`config.mk`:
```
export PLATFORM = sky130hd
export DESIGN_NAME = vga_timing_gen
export DESIGN_NICKNAME = d
export VERILOG_FILES = /design/src/rtl/vga_timing_gen.sv
export SDC_FILE = /design/constraint.sdc
export NUM_CORES = 1
export LEC_CHECK = 0
export BUFFER_PORTS_ARGS = -buffer_cell sky130_fd_sc_hd__buf_2
export CAP_MARGIN = 20
export CORE_ASPECT_RATIO = 0.8
export CORE_MARGIN = 2
export CORE_UTILIZATION = 30
export DETAILED_ROUTE_END_ITERATION = 10
export GPL_TIMING_DRIVEN = 1
export PLACE_DENSITY = 0.58
export SETUP_SLACK_MARGIN = 0.02
export SYNTH_ARGS = -nofsm -noshare
export SYNTH_HDL_FRONTEND = slang
export SYNTH_SLANG_ARGS = --single-unit
```
`constraint.sdc`:
```
create_clock -name CLK100MHZ -period 3.3 [get_ports CLK100MHZ]
set_input_delay 0.66 -clock CLK100MHZ [delete_from_list [all_inputs] [get_ports CLK100MHZ]]
set_output_delay 0.66 -clock CLK100MHZ [all_outputs]
set_load 0.02 [all_outputs]
```
`src/rtl/vga_timing_gen.sv`:
```
// Pixel-strobe divider, raster counters, registered sync/blank decodes and per-frame value snapshot.
// Decodes share the counters' edge (zero skew); free-running, no backpressure.
module vga_timing_gen #(
    parameter int CLK_DIV  = 4,
    parameter int H_ACTIVE = 640,
    parameter int H_FP     = 16,
    parameter int H_SYNC   = 96,
    parameter int H_BP     = 48,
    parameter int V_ACTIVE = 480,
    parameter int V_FP     = 10,
    parameter int V_SYNC   = 2,
    parameter int V_BP     = 33,
    parameter bit SYNC_POL = 1'b0,
    parameter int DATA_W   = 16
) (
    input  logic              CLK100MHZ,
    input  logic              rst,
    input  logic [DATA_W-1:0] reg_value,
    output logic              pix_en,
    output logic [9:0]        h_cnt,
    output logic [9:0]        v_cnt,
    output logic              video_on,
    output logic              hsync,
    output logic              vsync,
    output logic              frame_start,
    output logic [DATA_W-1:0] reg_snap
);

    localparam int H_TOTAL = H_ACTIVE + H_FP + H_SYNC + H_BP;
    localparam int V_TOTAL = V_ACTIVE + V_FP + V_SYNC + V_BP;
    localparam int DIV_W   = (CLK_DIV > 1) ? $clog2(CLK_DIV) : 1;

    localparam logic [DIV_W-1:0] DIV_LAST = DIV_W'(CLK_DIV - 1);
    localparam logic [9:0] H_LAST = 10'(H_TOTAL - 1);
    localparam logic [9:0] V_LAST = 10'(V_TOTAL - 1);
    localparam logic [9:0] H_ACT  = 10'(H_ACTIVE);
    localparam logic [9:0] V_ACT  = 10'(V_ACTIVE);
    localparam logic [9:0] HS_BEG = 10'(H_ACTIVE + H_FP);
    localparam logic [9:0] HS_END = 10'(H_ACTIVE + H_FP + H_SYNC - 1);
    localparam logic [9:0] VS_BEG = 10'(V_ACTIVE + V_FP);
    localparam logic [9:0] VS_END = 10'(V_ACTIVE + V_FP + V_SYNC - 1);

    logic [DIV_W-1:0] div, div_nxt;
    logic [9:0]       h_nxt, v_nxt;
    logic             h_wrap, frame_wrap;

    always_comb begin
        div_nxt    = (div == DIV_LAST) ? '0 : div + 1'b1;
        h_wrap     = pix_en && (h_cnt == H_LAST);
        frame_wrap = h_wrap && (v_cnt == V_LAST);
        h_nxt      = h_cnt;
        v_nxt      = v_cnt;
        if (pix_en) begin
            h_nxt = h_wrap ? 10'd0 : h_cnt + 10'd1;
            if (h_wrap)
                v_nxt = (v_cnt == V_LAST) ? 10'd0 : v_cnt + 10'd1;
        end
    end

    // Decodes are computed from next-state counters so they land on the same edge.
    always_ff @(posedge CLK100MHZ or negedge rst) begin
        if (!rst) begin
            div         <= '0;
            pix_en      <= 1'b0;
            h_cnt       <= H_LAST;
            v_cnt       <= V_LAST;
            video_on    <= 1'b0;
            hsync       <= ~SYNC_POL;
            vsync       <= ~SYNC_POL;
            frame_start <= 1'b0;
            reg_snap    <= '0;
        end else begin
            div         <= div_nxt;
            pix_en      <= (div_nxt == DIV_LAST);
            h_cnt       <= h_nxt;
            v_cnt       <= v_nxt;
            video_on    <= (h_nxt < H_ACT) && (v_nxt < V_ACT);
            hsync       <= (h_nxt >= HS_BEG && h_nxt <= HS_END) ? SYNC_POL : ~SYNC_POL;
            vsync       <= (v_nxt >= VS_BEG && v_nxt <= VS_END) ? SYNC_POL : ~SYNC_POL;
            frame_start <= frame_wrap;
            if (frame_wrap)
                reg_snap <= reg_value;
        end
    end

endmodule

```
==> results.sh <==
export IMPL_fin_worst_skew_ns=0.00958
export IMPL_drtIter0Drc=80
export IMPL_worst_slack_ns=0.646
export IMPL_fmax_mhz=377
export IMPL_status="completed"
export IMPL_slowest_delay_ns=0.73
export IMPL_rsz0062_at_grt="false"
export IMPL_port_buffers=58
export IMPL_drc=0
export IMPL_pwr_density_cell_nw_per_um2=349
export IMPL_critPathMaxFanout=14
export IMPL_critical_path_top_delay_family="simple AND/OR/NAND/NOR gates"
export IMPL_final_antenna_net_count=0
export IMPL_track_usage_pct=11.5
export IMPL_finalHoldViolCount=0
export IMPL_grt_pass1_vias=1472
export IMPL_antenna_found_initial=0
export IMPL_postSynthCellCount=185
export IMPL_yosys_warnings=0
export IMPL_start_util_pct=30.9
export IMPL_gp_congestion=0.826
export IMPL_hold_class="primary input to async pin"
export IMPL_syn_num_nets=208
export IMPL_slowest_stage="or4_1"
export IMPL_tns_ns=0
export IMPL_insertedDiodeCount=0
export IMPL_syn_cell_area_sq_um=2120
export IMPL_max_cap_viol_count=0
export IMPL_area_growth_pct=19.4
export IMPL_cts_tree="built"
export IMPL_cp_required_ns=3.48
export IMPL_ctsResizeCount=0
export IMPL_drive_gt1_share_pct=42.0
export IMPL_post_place_ws_ns=0.650
export IMPL_detail_route_wl_per_cell_um=13.1
export IMPL_ys_seq_area_share_pct=51.4
export IMPL_grt_pass1_wl_um=7150
export IMPL_critPathLaunchType="flip-flop"
export IMPL_peakVddDrop_v=0.000210
export IMPL_grt_max_degree=44
export IMPL_worstSetupPathType="flip-flop to flip-flop"
export IMPL_multi_input_area_sq_um=873
export IMPL_fin_nets=267
export IMPL_cellLeakagePower_nw=1.25
export IMPL_post_route_cell_area_sq_um=2530
export IMPL_period_share_pct=80.4
export IMPL_cts_setup_buffers=0
export IMPL_cp_arrival_ns=2.83
export IMPL_max_slew_margin_pct=56.6
export IMPL_placed_area_sq_um=2430
export IMPL_path_depth=6
export IMPL_drt_wl_total_um=4350
export IMPL_ys_flop_type="dfrtp_1"
export IMPL_crit_path_cell_trace="ha_1 -> nand2_1 -> or4_1 -> or4_1 -> a22oi_1 -> a211oi_1"
export IMPL_path_clk_slew_ns=0.09
export IMPL_met3_usage_pct=4.40
export IMPL_die_w_um=98.0
export IMPL_cts_buffers=5
export IMPL_top_usage_layer="met2"
export IMPL_yosysUniqueCellTypes=46
export IMPL_vias=1537
export IMPL_postSynthAreaPerCell_sq_um=11.5
export IMPL_cts_sinks=43
export IMPL_period_needed_ns=2.65
export IMPL_total_power_w=0.000885
export IMPL_cp_common_cell="or4_1"
export IMPL_hpwl_um=3130
export IMPL_worstMarginPinSlew_ns=0.642
export IMPL_seqCellArea_sq_um=1090
export IMPL_drv_slew=0
export IMPL_use_met1_pct=16.1
export IMPL_ys_ff_latch=43
export IMPL_drt_first_pass_iters=4
export IMPL_synth_edf_count=0
export IMPL_htreeDepth=2
export IMPL_gr_total_overflow=0
export IMPL_via_per_inst=4.63
export IMPL_setup_viol_count_final=0
export IMPL_row_count=27
export IMPL_root_buffer="clkbuf_8"
export IMPL_cp_end_kind="flip-flop"
export IMPL_clock_latency_ns=0.30
export IMPL_ios=59
export IMPL_path_buf_inv=0
export IMPL_dieHeight_um=79.2
export IMPL_cts_hold_buf=0
export IMPL_grt_use_met2_pct=16.6
export IMPL_core_area_sq_um=6860
export IMPL_cts_buffer_depth=2
export IMPL_r2r_cells=6
export IMPL_num_fill_cells=684
export IMPL_hold_ws_ns=0.277
export IMPL_dieArea_sq_um=7760
export IMPL_async_flop_share_pct=100
==> state kept, by name (all words and copies together) (netlist names) <==
name / flops
vsync: 1
v_cnt: 10
h_cnt: 10
video_on: 1
div: 2
reg_snap: 16
hsync: 1
pix_en: 1
frame_start: 1
==> cell usage in the layout, fill, tap and decap left out, drive strengths merged, types with 2 or more instances in the layout <==
cell     n
nor2    10
nand2b   2
and3     3
clkbuf   6
nand2   16
dfrtp   31
or4      5
a22oi    2
o31ai    3
dfstp   12
mux2    16
buf     62
or3      2
a21oi    3
xnor2    6
ha       5
nor4     3
inv     11
xor2     3
o21ai    7
nand4    8
nand3    9
nor3     3
==> path summary, 6_finish.rpt <==
kind | startpoint | end | slack (ns)
worst min-delay path | rst | v_cnt[0]$_DFF_PN0_ | 0.28
worst max-delay path | h_cnt[0]$_DFF_PN1_ | video_on$_DFF_PN0_ | 0.65
worst min register to register | div[0]$_DFF_PN0_ | div[0]$_DFF_PN0_ | 0.46
min in group CLK100MHZ | div[0]$_DFF_PN0_ | div[0]$_DFF_PN0_ | 0.46
worst max register to register | h_cnt[0]$_DFF_PN1_ | video_on$_DFF_PN0_ | 0.65
max in group asynchronous | rst | h_cnt[1]$_DFF_PN1_ | 2.48
==> area by class of cell <==
cell class	instances	area share [%]
clock buffers	6	2.87
clock inverters	2	0.494
inverters	11	1.63
multi-input cells	121	34.5
flip-flops and latches	43	43.1
well taps	87	4.30
repair buffers	62	13.1
==> per-layer routing <==
metal / vias up / wire length, um
met5: - / 0
met4: 0 / 19
met2: 45 / 1820
li1: 780 / -
met3: 2 / 330
met1: 710 / 2170
==> worst reg2reg max path: cells and delay by family, from the launching register on <==
kind / cells / cell delay (ns)
AND/OR/NAND/NOR: 3 / 1.44
adder cells (fa/ha/maj): 1 / 0.17
AO/OA/AOI/OAI: 2 / 0.37
flip-flops: 1 / 0.58
==> synthesized netlist by cell type (2+ instances only) <==
| library cell | count | area share [%] |
|---|---|---|
| o21ai_0 | 7 | 1.7 |
| nor2_1 | 9 | 1.6 |
| mux2_2 | 16 | 8.5 |
| buf_6 | 4 | 2.1 |
| nor4_1 | 3 | 0.89 |
| nand4_1 | 8 | 2.4 |
| xnor2_1 | 6 | 2.5 |
| dfrtp_1 | 31 | 37 |
| nand3_1 | 9 | 2.1 |
| xor2_1 | 3 | 1.2 |
| o31ai_1 | 3 | 1.1 |
| buf_4 | 2 | 0.71 |
| inv_1 | 11 | 1.9 |
| dfstp_2 | 12 | 15 |
| nand2_1 | 16 | 2.8 |
| nand2b_1 | 2 | 0.59 |
| and3_1 | 2 | 0.59 |
| nor3_1 | 3 | 0.71 |
| or4_1 | 4 | 1.4 |
| or3_1 | 2 | 0.59 |
| ha_1 | 5 | 2.9 |
| a21oi_1 | 3 | 0.71 |
==> power by group <==
part           internal, W  switching (W)
clock             0.000148       0.000187
sequential        0.000527              0
combinational   0.00000941      0.0000125
total             0.000685       0.000200
==> cells by family (layout without fill, tap and decap cells) <==
kind of cell    after synthesis  in the layout  share of synthesized area [%]
buf+inv                      21             81                           7.37
fa+ha+maj                     5              5                           2.95
mux                          17             17                           8.97
compound gates               25             25                           8.26
flops                        43             43                           51.4
simple gates                 65             65                           17.3
xor+xnor                      9              9                           3.72
==> per-stage QoR <==
stage,std cells,utilization (%)
after floorplan,185,-
after global placement,323,35.4
after detailed placement,323,35.4
after CTS,331,36.6
after global routing,332,36.9
final,332,36.9
Power figures use the tool's default switching activity.
